**src/rtl/mips_pkg.sv**
```systemverilog
// Shared constants for the register-file writeback slice.
// Default address/word widths and the hard-wired zero register index.
package mips_pkg;

  localparam int ADDR_SIZE  = 5;
  localparam int WORD_SIZE  = 32;
  localparam int FIFO_DEPTH = 2;

  localparam logic [ADDR_SIZE-1:0] REG_ZERO = {ADDR_SIZE{1'b0}};

endpackage

```
**src/rtl/wb_fifo.sv**
```systemverilog
// Small synchronous FIFO that queues long-latency results awaiting a free
// register-file write slot. Count-based full/empty, pointers wrap at DEPTH.
module wb_fifo #(
  parameter int WIDTH = 37,
  parameter int DEPTH = 2
) (
  input  logic             clk,
  input  logic             rst,
  input  logic             push,
  input  logic [WIDTH-1:0] push_data,
  input  logic             pop,
  output logic [WIDTH-1:0] head_data,
  output logic             empty,
  output logic             full
);

  localparam int PTR_W = (DEPTH > 1) ? $clog2(DEPTH) : 1;
  localparam int CNT_W = $clog2(DEPTH + 1);

  logic [WIDTH-1:0] mem_r [DEPTH];
  logic [PTR_W-1:0] wr_ptr_r;
  logic [PTR_W-1:0] rd_ptr_r;
  logic [CNT_W-1:0] count_r;
  logic             push_s;
  logic             pop_s;

  function automatic logic [PTR_W-1:0] ptr_inc(input logic [PTR_W-1:0] p);
    return (p == PTR_W'(DEPTH - 1)) ? {PTR_W{1'b0}} : p + PTR_W'(1);
  endfunction

  assign empty     = (count_r == {CNT_W{1'b0}});
  assign full      = (count_r == CNT_W'(DEPTH));
  assign push_s    = push && !full;
  assign pop_s     = pop && !empty;
  assign head_data = mem_r[rd_ptr_r];

  // Storage array; contents are don't-care until count says otherwise.
  always_ff @(posedge clk) begin
    if (push_s) begin
      mem_r[wr_ptr_r] <= push_data;
    end
  end

  // Pointer and occupancy bookkeeping.
  always_ff @(posedge clk) begin
    if (rst) begin
      wr_ptr_r <= {PTR_W{1'b0}};
      rd_ptr_r <= {PTR_W{1'b0}};
      count_r  <= {CNT_W{1'b0}};
    end else begin
      if (push_s) begin
        wr_ptr_r <= ptr_inc(wr_ptr_r);
      end
      if (pop_s) begin
        rd_ptr_r <= ptr_inc(rd_ptr_r);
      end
      case ({push_s, pop_s})
        2'b10:   count_r <= count_r + CNT_W'(1);
        2'b01:   count_r <= count_r - CNT_W'(1);
        default: count_r <= count_r;
      endcase
    end
  end

endmodule

```
**src/rtl/reg_writeback.sv**
```systemverilog
// Sole writer of the register-file write port: merges zero-latency pipeline
// writeback with queued long-latency results, tracks pending destinations and
// forwards the write of the current cycle to both read ports.
module reg_writeback #(
  parameter int ADDR_SIZE = mips_pkg::ADDR_SIZE,
  parameter int WORD_SIZE = mips_pkg::WORD_SIZE,
  parameter int DEPTH     = mips_pkg::FIFO_DEPTH
) (
  input  logic                 clk,
  input  logic                 rst,
  input  logic                 wb_we,
  input  logic [ADDR_SIZE-1:0] wb_addr,
  input  logic [WORD_SIZE-1:0] wb_data,
  input  logic                 ld_valid,
  output logic                 ld_ready,
  input  logic [ADDR_SIZE-1:0] ld_addr,
  input  logic [WORD_SIZE-1:0] ld_data,
  input  logic                 iss_valid,
  input  logic [ADDR_SIZE-1:0] iss_addr,
  output logic                 iss_busy,
  input  logic [ADDR_SIZE-1:0] s_addr,
  input  logic [WORD_SIZE-1:0] s_rf_data,
  output logic [WORD_SIZE-1:0] s_fwd_data,
  output logic                 s_busy,
  input  logic [ADDR_SIZE-1:0] t_addr,
  input  logic [WORD_SIZE-1:0] t_rf_data,
  output logic [WORD_SIZE-1:0] t_fwd_data,
  output logic                 t_busy,
  output logic                 d_we,
  output logic [ADDR_SIZE-1:0] d_addr,
  output logic [WORD_SIZE-1:0] d_data
);

  import mips_pkg::REG_ZERO;

  localparam int NREG = 2 ** ADDR_SIZE;
  localparam int FW   = ADDR_SIZE + WORD_SIZE;
  localparam logic [ADDR_SIZE-1:0] ZERO_ADDR = ADDR_SIZE'(REG_ZERO);

  logic                 primary_s;
  logic                 sec_commit_s;
  logic                 fifo_push_s;
  logic                 fifo_empty_s;
  logic                 fifo_full_s;
  logic [FW-1:0]        head_s;
  logic [ADDR_SIZE-1:0] head_addr_s;
  logic [WORD_SIZE-1:0] head_data_s;
  logic                 iss_set_s;
  logic [NREG-1:0]      pending_r;
  logic [NREG-1:0]      pending_nxt_s;

  function automatic logic [WORD_SIZE-1:0] fwd_sel(
    input logic [ADDR_SIZE-1:0] rd_addr,
    input logic [WORD_SIZE-1:0] rf_data,
    input logic                 we,
    input logic [ADDR_SIZE-1:0] waddr,
    input logic [WORD_SIZE-1:0] wdata
  );
    if (rd_addr == ZERO_ADDR) begin
      return {WORD_SIZE{1'b0}};
    end else if (we && (waddr == rd_addr)) begin
      return wdata;
    end else begin
      return rf_data;
    end
  endfunction

  // Writes to r0 never reach the queue; pipeline writes always win the port.
  assign primary_s    = wb_we && (wb_addr != ZERO_ADDR);
  assign ld_ready     = !fifo_full_s && !rst;
  assign fifo_push_s  = ld_valid && ld_ready && (ld_addr != ZERO_ADDR);
  assign sec_commit_s = !rst && !primary_s && !fifo_empty_s;
  assign iss_set_s    = iss_valid && !rst && (iss_addr != ZERO_ADDR);
  assign head_addr_s  = head_s[FW-1:WORD_SIZE];
  assign head_data_s  = head_s[WORD_SIZE-1:0];

  wb_fifo #(
    .WIDTH (FW),
    .DEPTH (DEPTH)
  ) u_fifo (
    .clk       (clk),
    .rst       (rst),
    .push      (fifo_push_s),
    .push_data ({ld_addr, ld_data}),
    .pop       (sec_commit_s),
    .head_data (head_s),
    .empty     (fifo_empty_s),
    .full      (fifo_full_s)
  );

  // Write-port arbitration.
  always_comb begin
    d_we   = 1'b0;
    d_addr = ZERO_ADDR;
    d_data = {WORD_SIZE{1'b0}};
    if (primary_s && !rst) begin
      d_we   = 1'b1;
      d_addr = wb_addr;
      d_data = wb_data;
    end else if (sec_commit_s) begin
      d_we   = 1'b1;
      d_addr = head_addr_s;
      d_data = head_data_s;
    end else begin
      d_we   = 1'b0;
    end
  end

  // Scoreboard next state: a new issue outranks a commit to the same register.
  always_comb begin
    pending_nxt_s = pending_r;
    for (int i = 0; i < NREG; i++) begin
      if (iss_set_s && (iss_addr == ADDR_SIZE'(i))) begin
        pending_nxt_s[i] = 1'b1;
      end else if (sec_commit_s && (head_addr_s == ADDR_SIZE'(i))) begin
        pending_nxt_s[i] = 1'b0;
      end else begin
        pending_nxt_s[i] = pending_r[i];
      end
    end
  end

  // Scoreboard register.
  always_ff @(posedge clk) begin
    if (rst) begin
      pending_r <= {NREG{1'b0}};
    end else begin
      pending_r <= pending_nxt_s;
    end
  end

  // A register whose result commits this cycle is already forwardable.
  assign iss_busy = !rst && pending_r[iss_addr];
  assign s_busy   = !rst && pending_r[s_addr] && !(sec_commit_s && (head_addr_s == s_addr));
  assign t_busy   = !rst && pending_r[t_addr] && !(sec_commit_s && (head_addr_s == t_addr));

  assign s_fwd_data = fwd_sel(s_addr, s_rf_data, d_we, d_addr, d_data);
  assign t_fwd_data = fwd_sel(t_addr, t_rf_data, d_we, d_addr, d_data);

endmodule

```
**config.mk**
```make
export PLATFORM = sky130hd
export DESIGN_NAME = reg_writeback
export DESIGN_NICKNAME = d
export VERILOG_FILES = /design/src/rtl/mips_pkg.sv /design/src/rtl/wb_fifo.sv /design/src/rtl/reg_writeback.sv
export SDC_FILE = /design/constraint.sdc
export NUM_CORES = 1
export LEC_CHECK = 0
export ABC_CLOCK_PERIOD_IN_PS = 6800
export CORE_ASPECT_RATIO = 1.2
export CORE_MARGIN = 3
export CORE_UTILIZATION = 49
export DETAILED_ROUTE_END_ITERATION = 6
export PLACE_DENSITY = 0.87
export SLEW_MARGIN = 20
export SYNTH_ARGS = -nofsm -noshare
export SYNTH_HDL_FRONTEND = slang
export SYNTH_SLANG_ARGS = --single-unit
```
**constraint.sdc**
```tcl
create_clock -name clk -period 6.8 [get_ports clk]
set_input_delay 2.04 -clock clk [delete_from_list [all_inputs] [get_ports clk]]
set_output_delay 2.04 -clock clk [all_outputs]
set_load 0.005 [all_outputs]
```
### Word-level counts from Yosys, hierarchy flattened

Memory sizes are Yosys's and may differ from the RTL's. A register that Yosys moved wholly into a read port is not among the register bits.
Index checks and enable logic that the tools add are counted.

| storage, ports and cells | value |
|---|---|
| output and inout port bits | 106 |
| input port bits | 158 |
| memories kept | 1 |
| word-level logic and storage cells | 330 |
| RAM bits | 74 |
| register bits after elaboration | 36 |

| cells by class | value |
|---|---|
| reduce and logical (&&, ||, !) cells | 131 |
| magnitude comparators | 3 |
| eq/ne operators | 69 |
| mux-type cells | 87 |
| add/subtract/negate cells | 4 |

Memory list:

| name | depth | bits a word | rd ports | clocked after Yosys merged registers in | wr ports | RTL line | RTL |
|---|---|---|---|---|---|---|---|
| u_fifo.mem_r | 2 | 37 | 1 | 1 | 1 | wb_fifo.sv:20 | `logic [WIDTH-1:0] mem_r [DEPTH];` |

Operators by type and width:

| operator | count |
|---|---|
| 2-to-1 mux 32 bit | 6 |
| equality test 5 bit, second input constant | 32 |
| logical AND 1 bit | 84 |
| equality test 5 x 4 -> 1 bit, second input constant | 16 |
| 2-to-1 mux 1 bit | 75 |
| nonzero test 2 bit | 33 |
| equality test 5 x 3 -> 1 bit, second input constant | 8 |
| equality test 5 x 2 -> 1 bit, second input constant | 4 |
| equality test 5 bit | 4 |
| zero test 5 bit | 4 |
| less-than comparator 5 x 6 -> 1 bit, second input constant | 3 |
| binary-select mux 1 bit (select 5 bit) | 3 |
| nonzero test 5 bit | 3 |
| equality test 5 x 1 -> 1 bit, second input constant | 2 |
| 2-to-1 mux 5 bit | 2 |
| zero test 1 bit | 6 |
| equality test 2 bit, second input constant | 2 |
| case mux 2 bit (2 select lines) | 1 |
| adder 1 bit, second input constant | 2 |
| adder 2 x 1 -> 2 bit, second input constant | 1 |
| equality test 2 x 1 -> 1 bit, second input constant | 1 |
| zero test 2 bit | 1 |
| subtractor 2 x 1 -> 2 bit, second input constant | 1 |

### Depth between registers and ports, before layout

| logic depth | value |
|---|---|
| depth in word-level cells | 11 |
| depth in mapped cells | 10 |
| mapped depth without buffers | 7 |

### Modules after synthesis

From an unflattened synthesis, not the netlist that was laid out.

| second synthesis, totals | value |
|---|---|
| cell total of the unflattened synthesis | 663 |
| area total of the unflattened synthesis | 6,900.4 um^2 |

Modules (own cells, without submodules):

| module | instances | cells an instance | area each (um^2) |
|---|---|---|---|
| reg_writeback | 1 | 522 | 4,017.6 |
| wb_fifo | 1 | 141 | 2,882.8 |

### Worst setup path after synthesis

OpenSTA, ideal clock, no wires.

| timing | value |
|---|---|
| kind | input -> output |
| start point | in wb_addr[3] |
| end point | out s_fwd_data[22] |
| data required time | 4,760 ps |
| stages | 9 |
| arrival time | 4,017 ps |
| slack | 743 ps |
| cells stage by stage | or2_2 o31ai_4 a22oi_1 or3_1 clkbuf_1 and4_1 buf_2 buf_2 a211oi_1 |

| on the way | value |
|---|---|
| cells in the longest elaborated chain, start to end | 11 |
| elaborated cells between the ends (all ways) | 16 |
| those cells by class | eq/ne: 1; mux: 8; reduce/logical: 7 |

Ends and longest elaborated chain:

| item | RTL line | RTL |
|---|---|---|
| start: declaration | reg_writeback.sv:12 | `input logic [ADDR_SIZE-1:0] wb_addr,` |
| nonzero test 5 bit | reg_writeback.sv:69 | `assign primary_s = wb_we && (wb_addr != ZERO_ADDR);` |
| logical AND 1 bit | reg_writeback.sv:69 |  |
| zero test 1 bit | reg_writeback.sv:72 | `assign sec_commit_s = !rst && !primary_s && !fifo_empty_s;` |
| logical AND 1 bit (2 in a row) | reg_writeback.sv:72 |  |
| 2-to-1 mux 5 bit | reg_writeback.sv:100 | `end else if (sec_commit_s) begin` |
| 2-to-1 mux 5 bit | reg_writeback.sv:96 | `if (primary_s && !rst) begin` |
| equality test 5 bit | reg_writeback.sv:61 | `end else if (we && (waddr == rd_addr)) begin` |
| logical AND 1 bit | reg_writeback.sv:61 |  |
| 2-to-1 mux 32 bit * | reg_writeback.sv:61 |  |
| 2-to-1 mux 32 bit * | reg_writeback.sv:59 | `if (rd_addr == ZERO_ADDR) begin` |
| end: declaration | reg_writeback.sv:23 | `output logic [WORD_SIZE-1:0] s_fwd_data,` |

Every way passes the cells marked *; elsewhere a longest branch is shown, timed or not.

### Final worst setup path

| timing | value |
|---|---|
| start point | in wb_addr[3] |
| end point | out t_fwd_data[29] |

| on the way | value |
|---|---|
| cells in the longest elaborated chain, start to end | 11 |
| elaborated cells between the ends (all ways) | 16 |
| those cells by class | eq/ne: 1; mux: 8; reduce/logical: 7 |

Ends and longest elaborated chain:

| item | RTL line | RTL |
|---|---|---|
| nonzero test 5 bit | reg_writeback.sv:69 |  |
| logical AND 1 bit | reg_writeback.sv:69 |  |
| zero test 1 bit | reg_writeback.sv:72 |  |
| logical AND 1 bit (2 in a row) | reg_writeback.sv:72 |  |
| 2-to-1 mux 5 bit | reg_writeback.sv:100 |  |
| 2-to-1 mux 5 bit | reg_writeback.sv:96 |  |
| equality test 5 bit | reg_writeback.sv:61 |  |
| logical AND 1 bit | reg_writeback.sv:61 |  |
| 2-to-1 mux 32 bit * | reg_writeback.sv:61 |  |
| 2-to-1 mux 32 bit * | reg_writeback.sv:59 |  |
| end: declaration | reg_writeback.sv:27 | `output logic [WORD_SIZE-1:0] t_fwd_data,` |

Marked as above.

==> parameters.txt <==
Parameter                              Value

Outcome
  Outcome    finished clean

Final layout
  Share of post-route cells with drive strength above 1    17.00%
  Filler Cell Count    about 960
  Layout overhead on the synthesized area    52.77%
  Post-route insts no fill    1,216
  Fin area    11,130 um2
  Count of nets after finishing    1,166

Detailed routing
  Remaining routing DRC violations    0
  Number of violations reported at the end of detailed-routing iteration 0    1,042
  DR vias    around 8,000
  First-pass detailed-route iteration total    7
  Remaining antenna violation count    0
  Average wire per standard cell    25.75 um
  Routed WL    31,310 um
  Detailed-route vias per instance    6.648

Power
  Static Leak    between 4 and 5 nW
  Overall power consumption    1.792 mW
  Worst IR drop on VDD    about 130 uV
  Power per cell area    161.0 nW/um2

Die
  Number of top-level pins    between 200 and 300
  Chip height    139.6 um
  Effective utilization at floorplan    roughly half
  Die footprint    about 16,000 um2
  Width of the die    117.3 um
  Core Region    14,470 um2
  Std-Cell Rows    48

Yosys
  Count of different cell masters after synthesis    64
  EDFF count, synth    74
  Yosys reg bits    ~110
  Dominant cells by area after synthesis    edfxtp_1 31%, dfxtp_1 10%, mux4_2 9.3%
  Synth warnings    0
  Async set or reset register ratio after synthesis    0%
  Gate count of the mapped netlist    723
  Post-synthesis area per instance    10.07 um2
  Sequential element share of the synthesized area    40.68%
  Post-synth top area cell    edfxtp_1
  Most used flip-flop cell after synthesis    edfxtp_1
  Number of nets in the synthesized netlist    between 800 and 900
  Proportion of netlist area held by the largest area contributor    30.51%
  Netlist area before placement    7283 um2

Min path
  Hold WC Path Type    reg2reg

Clock network
  Post-CTS clock slew at the launch and capture registers of the worst setup and hold paths    about 0.090 ns
  CTS max path bufs    2
  Clock Latency Late Sink    roughly 0.35 ns
  CTS Buf Count    9
  Count of hold-fix buffers inserted at cts    0
  Sink Count    111
  CTS tree    done
  Root Buffer Master    clkbuf_16
  Number of H-tree levels    3

Timing
  Final max-slew violation count    0
  Total negative slack for setup checks    0 ns
  Clock skew after layout    0.01893 ns
  Fin crit share    98.11%
  Actual transition at the worst max-transition pin    around 1.2 ns
  Time the worst path needs with I/O delays and setup    6.671 ns
  Total of endpoints with negative setup slack in the final report    0
  Max-slew headroom    21.76%
  Fin. Hold Viols    0
  Max frequency    149.9 MHz

Global route
  Global-route wire length before repair    between 40,000 and 50,000 um
  Via count of the first global-routing pass    about 7,600
  Total overflow reported by the global router    0
  Initial antenna violation count    4
  Largest net degree at the start of global routing    38
  Overall global routing resource usage    36.39%

Worst setup path
  Critical path startpoint category    input port
  Worst EP arrival    4.63 ns
  Critical path start-end classification    in2out
  Minimum setup slack among reg-to-reg paths    roughly 4.2 ns
  Critical Path Sink Type    primary output
  WP data required    4.76 ns
  Largest driver fanout on the critical path    4

Placement
  Placer's final routability congestion estimate    0.9904
  HPWL Detailed    21,560 um
  Placed standard-cell area    10,580 um2
  Cell count after placement    1,180
  Number of buffers added on ports    263

Run
  Maximum capacitance violations    0
## registers in the layout, summed over array words and instances, names as in the netlist, named ones only
signal,cells
pending_r,32
u_fifo.count_r,2
u_fifo.wr_ptr_r,1
u_fifo.mem_r,74
u_fifo.rd_ptr_r,1
## per-stage QoR
stage,hold WS [ns],utilization [%],worst slack (ns)
2_1_floorplan,0.4431,-,0.7426
3_3_place_gp,0.4459,73.07,-0.2932
3_5_place_dp,0.4777,73.07,-0.4010
4_1_cts,0.4847,76.45,-0.03877
5_1_grt,0.5219,76.88,-0.00006128
6_report,0.4861,76.88,0.1288
## worst max-delay path, stage by stage
cell and delay (ns):
dlygate4sd2_1 0.28, nor2_1 0.08, and4b_1 0.24, or3_4 0.40, a2111oi_4 0.42, buf_4 0.18, buf_4 0.12, buf_4 0.14
buf_4 0.13, a41oi_1 0.14, a211oi_1 0.21, dlygate4sd2_1 0.26
## worst paths after layout
| path | start | to | cells after the start |
|---|---|---|---|
| worst min-delay path | u_fifo.rd_ptr_r | flip-flop | 1 |
| worst min register to register | u_fifo.rd_ptr_r | flip-flop | 1 |
| worst max register to register | u_fifo.count_r[0] | u_fifo.mem_r[0][32] | 4 |
| worst max-delay path | wb_addr[3] | t_fwd_data[29] | 12 |
## report_power, final
part	switching, mW	internal, mW	total [mW]
logic	0.254	0.260	0.514
clock network	0.261	0.258	0.519
registers	0.0147	0.744	0.759
total	0.530	1.26	1.79
## layout make-up
type	instances	area, um2	share of cell area [%]
diodes	4	10.01	0.08996
repair buffers	346	3441	30.92
inverters	40	150.1	1.349
clock inverters	6	58.81	0.5285
clock buffers	10	229.0	2.058
multi-input cells	499	4024	36.16
well taps	200	250.2	2.249
flip-flops and latches	111	2964	26.64
## what timing repair did
action / CTS / global route
gates cloned: 4 / 1
setup endpoints to repair: 64 / 32
endpoints found under the hold margin: 0 / 0
buffers inserted: 8 / 3
pin swaps: 9 / 5
gates resized for setup: 92 / 7
## Yosys cell counts, types with 2 or more instances
library cell and number:
a41oi_1 64, inv_1 40, a211oi_1 66, nand3b_1 2
clkbuf_1 49, or2_2 3, a311oi_1 2, and4_1 2
buf_4 7, nand2b_1 5, nor4_1 2, o221ai_1 2
mux2i_2 2, o32ai_1 2, nor3b_1 5, buf_2 8
or3_1 8, and3_1 2, mux4_2 30, nand2_1 43
xor2_1 5, and3b_1 3, edfxtp_1 74, xnor2_1 10
dfxtp_1 37, nor2_1 50, a31oi_1 2, nor3_1 5
nand3_1 6, a21oi_1 67, mux2i_1 36, buf_1 8
or4_1 3, and2_1 2, nor4bb_1 2, mux2_2 3
o21ai_0 38, o21ai_1 2
## routing by layer
metal / vias to the layer above / part of all wire (%) / global-route usage (%) / routed length [um]
li1: 3421 / - / - / -
met1: 3846 / 34 / 43.27 / 10640
met2: 667 / 48 / 58.61 / 15020
met3: 150 / 12 / 10.57 / 3625
met4: 0 / 6.4 / 19.50 / 2015
met5: - / 0 / 0 / 0
## logic make-up (layout without fill, tap and decap cells)
group / count (synthesis) / in the layout / synth area share (%)
AOI/OAI and AO/OA: 262 / 262 / 25.34
adders and majority gates: 1 / 1 / 0.1718
xor gates and xnor gates: 15 / 15 / 1.804
other: 0 / 4 / 0
and+or+nand+nor: 149 / 149 / 10.29
muxes: 72 / 72 / 15.38
buffers and inverters: 113 / 402 / 6.339
DFF: 111 / 111 / 40.68
## cell usage in the layout, fill, tap and decap left out, drive strengths merged, types with 5 or more instances in the layout
cell           netlist  routed
nor2                50      50
nand2b               5       5
dfxtp               37      37
buf                 23      81
mux2i               39      39
or3                  9       9
nor3                 5       5
nor3b                5       5
nand2               43      43
clkbuf              50      13
inv                 40      44
xor2                 5       5
o21ai               40      40
nand3                6       6
mux4                30      30
clkdlybuf4s50        0     192
dlygate4sd2          0      66
a21oi               67      67
a41oi               65      65
xnor2               10      10
a211oi              67      67
edfxtp              74      74
Power figures use the tool's default switching activity.
